File: src/rtl/d_ram_arbiter.sv
// Two-port arbiter in front of a single data RAM with independent read and write ports.
// Port 0 (CPU) wins conflicts unless port 1 has been starved for starve_limit cycles.
module d_ram_arbiter #(
  parameter int unsigned addr_width   = 11,
  parameter int unsigned data_width   = 8,
  parameter int unsigned starve_limit = 4
) (
  input  logic                  clk,
  input  logic                  rst,
  input  logic                  req0,
  input  logic                  we0,
  input  logic [addr_width-1:0] addr0,
  input  logic [data_width-1:0] wdata0,
  output logic                  gnt0,
  output logic [data_width-1:0] rdata0,
  output logic                  rvalid0,
  input  logic                  req1,
  input  logic                  we1,
  input  logic [addr_width-1:0] addr1,
  input  logic [data_width-1:0] wdata1,
  output logic                  gnt1,
  output logic [data_width-1:0] rdata1,
  output logic                  rvalid1,
  output logic                  ram_w_en,
  output logic [addr_width-1:0] ram_w_addr,
  output logic [data_width-1:0] ram_din,
  output logic                  ram_r_en,
  output logic [addr_width-1:0] ram_r_addr,
  input  logic [data_width-1:0] ram_dout
);

  localparam logic [7:0] StarveLim = 8'(starve_limit);

  typedef enum logic [1:0] {OwnNone, OwnP0, OwnP1} owner_e;

  owner_e                r_owner;
  owner_e                w_owner_d;
  logic [7:0]            r_starve_cnt;
  logic [7:0]            w_starve_cnt_d;
  logic [data_width-1:0] r_rdata0;
  logic [data_width-1:0] r_rdata1;
  logic                  w_conflict;
  logic                  w_p1_wins;

  // Only same-type requests collide; a read and a write use separate RAM ports.
  assign w_conflict = req0 & req1 & (we0 == we1);
  assign w_p1_wins  = (r_starve_cnt >= StarveLim);

  assign gnt0 = rst & req0 & ~(w_conflict & w_p1_wins);
  assign gnt1 = rst & req1 & ~(w_conflict & ~w_p1_wins);

  always_comb begin
    ram_w_en   = 1'b0;
    ram_w_addr = addr0;
    ram_din    = wdata0;
    ram_r_en   = 1'b0;
    ram_r_addr = addr0;
    w_owner_d  = OwnNone;
    if (gnt0 && we0) begin
      ram_w_en = 1'b1;
    end else if (gnt1 && we1) begin
      ram_w_en   = 1'b1;
      ram_w_addr = addr1;
      ram_din    = wdata1;
    end
    if (gnt0 && !we0) begin
      ram_r_en  = 1'b1;
      w_owner_d = OwnP0;
    end else if (gnt1 && !we1) begin
      ram_r_en   = 1'b1;
      ram_r_addr = addr1;
      w_owner_d  = OwnP1;
    end
  end

  always_comb begin
    w_starve_cnt_d = r_starve_cnt;
    if (!req1 || gnt1) begin
      w_starve_cnt_d = 8'd0;
    end else if (r_starve_cnt != 8'hFF) begin
      w_starve_cnt_d = r_starve_cnt + 8'd1;
    end
  end

  assign rvalid0 = (r_owner == OwnP0);
  assign rvalid1 = (r_owner == OwnP1);

  // Forward the RAM output only on the valid cycle, otherwise replay the last value.
  assign rdata0 = rvalid0 ? ram_dout : r_rdata0;
  assign rdata1 = rvalid1 ? ram_dout : r_rdata1;

  always_ff @(posedge clk or negedge rst) begin
    if (!rst) begin
      r_owner      <= OwnNone;
      r_starve_cnt <= 8'd0;
      r_rdata0     <= '0;
      r_rdata1     <= '0;
    end else begin
      r_owner      <= w_owner_d;
      r_starve_cnt <= w_starve_cnt_d;
      if (rvalid0) r_rdata0 <= ram_dout;
      if (rvalid1) r_rdata1 <= ram_dout;
    end
  end

endmodule

File: config.mk
export PLATFORM = sky130hd
export DESIGN_NAME = d_ram_arbiter
export DESIGN_NICKNAME = d
export VERILOG_FILES = /design/src/rtl/d_ram_arbiter.sv
export SDC_FILE = /design/constraint.sdc
export NUM_CORES = 1
export LEC_CHECK = 0
export CAP_MARGIN = 30
export CORE_MARGIN = 2
export CORE_UTILIZATION = 33
export CTS_CLUSTER_SIZE = 14
export DETAILED_ROUTE_END_ITERATION = 7
export PLACE_DENSITY = 0.77
export SYNTH_ARGS = -nofsm -noshare
export SYNTH_HDL_FRONTEND = slang
export SYNTH_SLANG_ARGS = --single-unit
File: constraint.sdc
create_clock -name clk -period 1.85 [get_ports clk]
set_input_delay 0.37 -clock clk [delete_from_list [all_inputs] [get_ports clk]]
set_output_delay 0.37 -clock clk [all_outputs]
set_load 0.01 [all_outputs]
==> results.yml <==
routing:
  wl_um: 6180
  drc_errors: 0
  vias: 1792
  drt_iter0_drc: 58
  drt_pass1_iterations: 4
  wire_per_inst_um: 17.7
  viasPerCell: 5.13
  ant_nets: 0
logic_synthesis:
  synth_top_area_frac: 0.407
  ys_ff_latch: 26
  netlist_area_um2: 1600
  synth_nets: 192
  synth.area.top_cells: "dfrtp_1 (41%), mux2_2 (32%), nand3_1 (2.2%), a31oi_1 (2.0%), a21oi_1 (1.6%)"
  ys_warn_count: 0
  synth_cell_types: 34
  synthCells: 138
  yosysTopAreaCell: "dfrtp_1"
  seq_area_frac_synth: 0.407
  syn_avg_cell_area_um2: 11.6
timing:
  worstMarginPinSlew_ns: 0.336
  finalWorstSetupSlack_ns: -0.663
  whs_ns: 0.314
  finalHoldViolCount: 0
  finalSetupTns_ns: -20.40
  slew_violations: 0
  relSlewSlack: 0.776
  final.min_clock_period_ns: 2.51
  rsz0062_at_grt: "yes"
  fmax_ghz: 0.398
  fin_skew_ns: 0.00218
  finalSetupViolCount: 47
  period_share: 1.36
clock_tree:
  cts_buffers: 3
  htreeDepth: 1
  clock_sink_count: 26
  insertion_delay_ns: 0.27
  root_buffer: "clkbuf_8"
  cts_tree: "done"
  clk_pin_slew_ns: 0.09
  clockBufferDepth: 2
grt:
  grtUsageMet1: 0.243
  use_met3: 0.0302
  gr-usage-met2: 0.339
  grt-ovfl-total: 0
  grt_pass1_wl_um: 8050
  gr-usage-all-layers: 0.192
  grt_max_degree: 28
  grt_pass1_vias: 1678
  antenna_found_initial: 0
  busiest_layer: "met2"
setup_path:
  max_stage_delay_ns: 0.47
  crit_path_start_kind: "flop"
  worstPathRequired_ns: 1.48
  arrival_ns: 2.14
  path_cells: "buf_4 > buf_6 > or4_4 > o311a_4 > o21bai_1 > buf_2"
  end_kind: "primary output"
  cp_max_fo: 4
  critPathKind: "flop to primary output"
  slowest_stage: "or4_4"
worst_hold_path:
  hold_path_class: "input pin to asynchronous set/reset pin"
floorplan:
  die_x_um: 73.6
  row_count: 25
  dieArea_um2: 5410
  die_h_um: 73.6
  io_pins: 104
  core_um2: 4690
  start_util: 0.341
power_and_ir_drop:
  clock_power_share: 0.188
  power_leakage_nw: 1.61
  p_total_mw: 1.95
  p_int_mw: 1.42
  ir_worst_vdd_mv: 0.401
  powerDensity_nw_per_um2: 565
  sw_frac_of_total: 0.274
  combPwrFrac: 0.460
  switchingPower_mw: 0.536
  sequentialPowerShare: 0.351
outcome:
  status: "complete, but fails checks"
  violations: "negative setup slack"
finish:
  n_antenna_cell: 0
  final_cell_mix: "buf_6 (69), clkdlybuf4s50_1 (47), buf_4 (30)"
  mostFrequentLayoutCell: "buf_6"
  final_core_util: 0.737
  fin_area_um2: 3460
  fin_nets: 350
  synthToLayoutAreaGrowth_pct: 117
  drive_above_1_share: 0.583
  layout.cells.non_filler: 349
place:
  port_buffers: 103
  hpwl_um: 3610
  pre_cts_ws_ns: -0.891
  place_area_um2: 2870
  post-place-cells: 313
  finalWeightedCongestion: 0.766
flow_run:
  drv_cap: 0
-- state kept, by name (all words and copies together), names as in the netlist --
signal	flops
r_starve_cnt	8
r_rdata0	8
r_rdata1	8
r_owner	2
-- kinds of logic (layout without fill, tap and decap cells) --
kind of cell    Yosys count  count (layout)  share of synthesized area
buf+inv                  11             167                     0.0329
fa+ha+maj                 2               2                     0.0157
flops                    26              26                      0.407
compound gates           19              19                     0.0822
xor+xnor                  1               1                    0.00548
simple gates             33              34                      0.132
mux                      46              46                      0.324
-- worst max-delay path: cells and delay by family (launching register included) --
family          cells  cell delay [ns]
compound gates      2             0.54
simple gates        1             0.47
buf+inv             3             0.44
flops               1             0.44
-- power groups by stage --
stage / logic, mW / registers, mW / clock network [mW]
final: 0.900 / 0.686 / 0.368
after global routing: 0.950 / 0.692 / 0.400
after CTS: 0.817 / 0.680 / 0.373
after detailed placement: 0.703 / 0.688 / 0
after global placement: 0.696 / 0.682 / 0
after floorplan: 0.265 / 0.679 / 0
-- layout make-up --
cell class,count,area [µm²]
timing repair buffer,159,1600
inverter,4,15.0
fill,300,1230
tap,54,67.6
multi-input combinational,102,1070
sequential,26,652
clock buffer,4,55.1
-- synth_stat cells --
cell type and instances:
xnor2_1 1, nand2b_1 1, a21oi_1 5, and4_1 1
buf_6 1, nand4_1 2, or2_2 1, nand3_1 7
nor3b_2 1, a41oi_1 1, a211oi_1 1, a311oi_1 1
clkbuf_1 3, o21ai_0 2, inv_1 4, nor2_1 3
ha_1 2, o21bai_1 2, dfrtp_1 26, nor3_1 2
and3_2 1, and4b_2 1, mux2_2 46, o311a_1 1
and3_1 2, and4_2 1, nor3b_1 1, a31oi_1 5
buf_2 3, or4_1 1, nor4_4 1, nand2_1 5
a311oi_2 1, nor2b_1 2
-- metal layers --
metal / routed length, µm / vias up
li1: - / 831
met1: 2400 / 888
met2: 3410 / 61
met3: 248 / 12
met4: 117 / 0
met5: 0 / -
-- worst paths after layout --
kind,slack [ns],endpoint,cells after the start,startpoint
worst max-delay path,-0.66,ram_r_en,6,r_starve_cnt[7]$_DFFE_PN0P_
worst min-delay path,0.31,r_starve_cnt[4]$_DFFE_PN0P_,2,rst
worst max register to register,0.12,r_starve_cnt[5]$_DFFE_PN0P_,7,r_starve_cnt[7]$_DFFE_PN0P_
worst min register to register,0.51,r_rdata0[5]$_DFF_PN0_,1,r_rdata0[5]$_DFF_PN0_
max in group asynchronous,1.27,r_owner[1]$_DFF_PN0_,2,rst
min in group clk,0.51,r_rdata0[5]$_DFF_PN0_,1,r_rdata0[5]$_DFF_PN0_
-- what timing repair did --
action / in CTS / in global routing
gates resized for setup: 283 / 38
setup endpoints to repair: 52 / 50
setup buffers: 25 / 8
hold endpoints to repair: 0 / 0
pin swaps: 5 / 5
cloned: 3 / 1
hold buffers: 0 / 0
Note: power is estimated with default switching activity, not from simulation.
